--- config.mk ---
export PLATFORM = sky130hd
export DESIGN_NAME = layer_row_sequencer
export DESIGN_NICKNAME = d
export VERILOG_FILES = /design/src/rtl/layer_row_sequencer.sv
export SDC_FILE = /design/constraint.sdc
export NUM_CORES = 1
export LEC_CHECK = 0
export CAP_MARGIN = 20
export CORE_AREA = 8 8 48 50
export DETAILED_ROUTE_END_ITERATION = 12
export DIE_AREA = 0 0 56 58
export DONT_BUFFER_PORTS = 1
export MAX_ROUTING_LAYER = met4
export PLACE_DENSITY = 0.69
export SETUP_SLACK_MARGIN = 0.15
export SLEW_MARGIN = 0
export SYNTH_ARGS = -nofsm -noshare
export SYNTH_HDL_FRONTEND = slang
export SYNTH_SLANG_ARGS = --single-unit
--- constraint.sdc ---
create_clock -name clock -period 1.6 [get_ports clock]
set_input_delay 0.32 -clock clock [delete_from_list [all_inputs] [get_ports clock]]
set_output_delay 0.32 -clock clock [all_outputs]
set_load 0.03 [all_outputs]
--- src/rtl/layer_row_sequencer.sv ---
// rtl/layer_row_sequencer.sv - row/quadrant/layer strobe sequencer with column-beat handshake
// Walks LAYERS x 2 quadrants x ROWS rows x COLS beats, pulsing one row strobe per completed row.
module layer_row_sequencer #(
  parameter int ROWS    = 6,
  parameter int COLS    = 8,
  parameter int COL_W   = 3,
  parameter int LAYERS  = 4,
  parameter int LAYER_W = 2
) (
  input  logic               clock,
  input  logic               clear,
  input  logic               start,
  input  logic               beat_ready,
  output logic               beat_valid,
  output logic [COL_W-1:0]   col_index,
  output logic [3:0]         row_index,
  output logic               quadrant_msb,
  output logic               row_en,
  output logic               new_row,
  output logic               new_quadrant_row,
  output logic               new_layer,
  output logic [LAYER_W-1:0] layer_index,
  output logic               busy,
  output logic               done
);

  typedef enum logic [1:0] {
    S_IDLE    = 2'd0,
    S_ISSUE   = 2'd1,
    S_ADVANCE = 2'd2,
    S_FINISH  = 2'd3
  } state_t;

  localparam logic [COL_W-1:0]   COL_LAST   = COL_W'(COLS - 1);
  localparam logic [3:0]         ROW_LAST   = 4'(ROWS - 1);
  localparam logic [LAYER_W-1:0] LAYER_LAST = LAYER_W'(LAYERS - 1);

  state_t               state_q, state_d;
  logic [COL_W-1:0]     col_q, col_d;
  logic [3:0]           row_q, row_d;
  logic                 quad_q, quad_d;
  logic [LAYER_W-1:0]   layer_q, layer_d;

  always_ff @(posedge clock) begin
    if (clear) begin
      state_q <= S_IDLE;
      col_q   <= '0;
      row_q   <= '0;
      quad_q  <= 1'b0;
      layer_q <= '0;
    end else begin
      state_q <= state_d;
      col_q   <= col_d;
      row_q   <= row_d;
      quad_q  <= quad_d;
      layer_q <= layer_d;
    end
  end

  always_comb begin
    state_d          = state_q;
    col_d            = col_q;
    row_d            = row_q;
    quad_d           = quad_q;
    layer_d          = layer_q;
    beat_valid       = 1'b0;
    new_row          = 1'b0;
    new_quadrant_row = 1'b0;
    new_layer        = 1'b0;
    busy             = 1'b0;
    done             = 1'b0;

    case (state_q)
      S_IDLE: begin
        col_d   = '0;
        row_d   = '0;
        quad_d  = 1'b0;
        layer_d = '0;
        if (start) begin
          state_d = S_ISSUE;
        end
      end

      S_ISSUE: begin
        busy       = 1'b1;
        beat_valid = 1'b1;
        if (beat_ready) begin
          if (col_q == COL_LAST) begin
            col_d   = '0;
            state_d = S_ADVANCE;
          end else begin
            col_d = col_q + 1'b1;
          end
        end
      end

      S_ADVANCE: begin
        busy    = 1'b1;
        state_d = S_ISSUE;
        if (row_q != ROW_LAST) begin
          new_row = 1'b1;
          row_d   = row_q + 4'd1;
        end else if (!quad_q) begin
          new_quadrant_row = 1'b1;
          row_d            = '0;
          quad_d           = 1'b1;
        end else begin
          new_quadrant_row = 1'b1;
          new_layer        = 1'b1;
          row_d            = '0;
          quad_d           = 1'b0;
          // Final layer clears instead of incrementing so layer_index never wraps.
          if (layer_q == LAYER_LAST) begin
            layer_d = '0;
            state_d = S_FINISH;
          end else begin
            layer_d = layer_q + 1'b1;
          end
        end
      end

      S_FINISH: begin
        done    = 1'b1;
        col_d   = '0;
        row_d   = '0;
        quad_d  = 1'b0;
        layer_d = '0;
        state_d = S_IDLE;
      end

      default: begin
        state_d = S_IDLE;
      end
    endcase
  end

  assign col_index    = col_q;
  assign row_index    = quad_q ? (4'(ROWS) + row_q) : row_q;
  assign quadrant_msb = quad_q;
  assign layer_index  = layer_q;
  assign row_en       = busy;

endmodule
==> flow_metrics.py <==
metrics = {
    "global_route": {
        "grt_max_degree": 13,
        "grt_pass1_wl_um": 3210,
        "overflow": 0,
        "antenna_found_initial": 0,
        "grtUsageTotal": 0.122,
        "grt_pass1_vias": 736,
    },
    "floorplanning": {
        "core_um2": 1610,
        "ios": 21,
        "die_h_um": 58,
        "placementRows": 15,
        "start_util": 0.488,
        "dieArea_um2": 3250,
        "die_x_um": 56,
    },
    "worst_setup_path": {
        "critPathMaxFanout": 4,
        "critPathKind": "reg -> reg",
        "worstSetupStartpointType": "register",
        "cp.arrival_ns": 1.77,
        "cp.required_ns": 1.80,
        "worstSetupEndpointType": "register",
    },
    "clock_network": {
        "cts_sinks": 12,
        "cts_root_buf": "clkbuf_4",
        "clock_path_buffers": 2,
        "cts.clk_slew.worst_paths_ns": 0.08,
        "cts_inserted_buffers": 3,
        "cts_tree": "yes",
        "cts_hold_buf": 0,
        "htreeDepth": 1,
        "insertion_delay_ns": 0.27,
    },
    "placed_design": {
        "dp_slack_ns": 0.0430,
        "dpl-instance-area_um2": 936,
        "gp_congestion": 0.686,
        "io_buffers": 0,
        "dp_hpwl_um": 1260,
    },
    "timing": {
        "fin_crit_sh": 0.981,
        "finalCriticalPeriod_ns": 1.57,
        "setup_viol_count_final": 0,
        "finClkSkew_ns": 0.000943,
        "finalHoldViolCount": 0,
        "slew_viol_final": 0,
        "slew_headroom": 0.734,
        "fmax_mhz": 637,
        "timing.hold.ws_ns": 0.0948,
        "fin_ws_ns": 0.0302,
        "rsz0062_at_grt": "true",
        "tightest_slew_ns": 0.399,
    },
    "synthesis": {
        "synth-main-ff-cell": "dfxtp_1",
        "yosysWarnings": 0,
        "ys_top_cells_by_area": "dfxtp_1 31%, ha_1 19%, a21oi_1 7.0%",
        "synth.cell_area_um2": 787,
        "syn_area_per_cell_um2": 8.20,
        "yosys.area.top_type": "dfxtp_1",
        "syn_nets": 112,
        "synth_edf_count": 0,
        "synthSimpleGateAreaFrac": 0.248,
        "synth-adder-area-share": 0.191,
        "synth-compound-area-share": 0.140,
        "synth-seq-cells": 12,
        "synth_cells": 96,
        "synth_top_family_by_area": "simple AND/OR/NAND/NOR gates",
        "synthMuxAreaShare": 0.0127,
        "ys_seq_area_frac": 0.305,
        "synth.top_cell.area_share": 0.305,
        "async_reset_ff_frac": 0,
        "synthXorXnorAreaFrac": 0.0223,
        "synth.distinct_cells": 29,
    },
    "min_path": {
        "hp-class": "in -> reg",
    },
    "pwr": {
        "p_seq_frac": 0.249,
        "p_leak_nw": 0.521,
        "p_int_mw": 1.02,
        "ir_drop_v": 0.00146,
        "clock_power_share": 0.104,
        "pwr_density_cell_nw_per_um2": 1680,
        "sw_frac_of_total": 0.476,
        "p_comb_frac": 0.647,
        "p_switching_mw": 0.924,
    },
    "finish": {
        "fin_util": 0.717,
        "area_growth_pct": 47.1,
        "final_cell_area_um2": 1160,
        "diodes": 0,
        "final_common_cell": "buf_4",
        "drive_above_1_share": 0.526,
        "num-nets-final": 131,
        "mostFrequentLayoutCells": "19 x buf_4, 8 x a21oi_1, 8 x nor2_1",
        "nFillCells": 118,
    },
    "route": {
        "drtIter0Drc": 13,
        "antenna_left": 0,
        "wl_per_cell_um": 15.9,
        "first_pass_iters": 4,
        "routed_wl_um": 2080,
        "drc": 0,
        "routed_via_density": 5.54,
        "vias": 726,
    },
    "outcome": {
        "status": "completed",
    },
    "flow_run": {
        "maxCapViolations": 0,
    },
}
-- final timing paths --
| check | from | to | slack (ns) | cells past startpoint |
|---|---|---|---|---|
| worst max register to register | state_q[0]$_SDFFE_PP0P_ | state_q[1]$_SDFFE_PP0P_ | 0.03 | 6 |
| worst max-delay path | state_q[0]$_SDFFE_PP0P_ | state_q[1]$_SDFFE_PP0P_ | 0.03 | 6 |
| worst min-delay path | clear | row_q[0]$_SDFFE_PP0P_ | 0.09 | 1 |
| worst min register to register | state_q[0]$_SDFFE_PP0P_ | state_q[0]$_SDFFE_PP0P_ | 0.54 | 2 |
-- cells in the mapped netlist (2+ instances only) --
cell type  number
dfxtp_1        12
ha_1           12
a21oi_1        11
nor2_1          9
inv_1           8
nand2_1         7
nor3_1          4
buf_4           3
clkbuf_1        3
nand2b_1        3
nand3_1         3
a21o_1          2
or3_1           2
or3_2           2
-- kinds of logic (layout without fill, tap and decap cells) --
group,Yosys count,in the layout
AO/OA/AOI/OAI,19,19
adder cells (fa/ha/maj),12,12
flip-flops,12,12
multiplexers,1,1
AND/OR/NAND/NOR,36,36
buffers and inverters,14,32
XOR/XNOR,2,2
-- power groups by stage --
| stage | Sequential [mW] | Clock (mW) | Combinational, mW |
|---|---|---|---|
| floorplan | 0.475 | 0 | 0.822 |
| global placement | 0.446 | 0 | 0.944 |
| detailed placement | 0.448 | 0 | 0.965 |
| finish | 0.482 | 0.202 | 1.25 |
| CTS | 0.471 | 0.212 | 1.15 |
| global route | 0.495 | 0.222 | 1.35 |
-- state kept, by name, summed over array words and instances, names as in the netlist --
name / count
quadrant_msb: 1
layer_index: 2
col_index: 3
state_q: 2
row_q: 4
-- cell type report --
class                           count  area [um^2]  area share
Clock buffer                        4         26.3      0.0227
Inverter                            8         42.5      0.0368
Multi-Input combinational cell     70          638       0.551
Sequential cell                    12          267       0.230
Tap cell                           17         21.3      0.0184
Timing Repair Buffer               20          163       0.141
-- critical path, cell delays in order, from the launching register on --
cell and delay, ns:
dfxtp_4 0.38, buf_4 0.15, ha_4 0.15, a21boi_2 0.15
a21o_1 0.18, or3_1 0.35, a21oi_1 0.15
-- layer usage --
| metal | up-vias | GRT usage | wire length, um |
|---|---|---|---|
| met2 | 19 | 0.211 | 1040 |
| met4 | 0 | 0.0137 | 6 |
| met5 | - | - | 0 |
| met3 | 2 | 0.0677 | 158 |
| met1 | 348 | 0.122 | 879 |
| li1 | 357 | - | - |
-- timing repair --
| item | CTS | global route |
|---|---|---|
| setup buffers | 7 | 2 |
| resized for setup | 22 | 10 |
| setup endpoints to repair | 12 | 17 |
| pin swaps | 6 | 5 |
-- stage by stage --
stage | cells | TNS (ns) | power, mW
global placement | 118 | 0 | 1.39
finish | 131 | 0 | 1.94
detailed placement | 118 | 0 | 1.41
floorplan | 96 | 0 | 1.30
global route | 131 | -0.00474 | 2.06
CTS | 129 | 0 | 1.83
No activity file was read; power rests on OpenSTA's default activity.
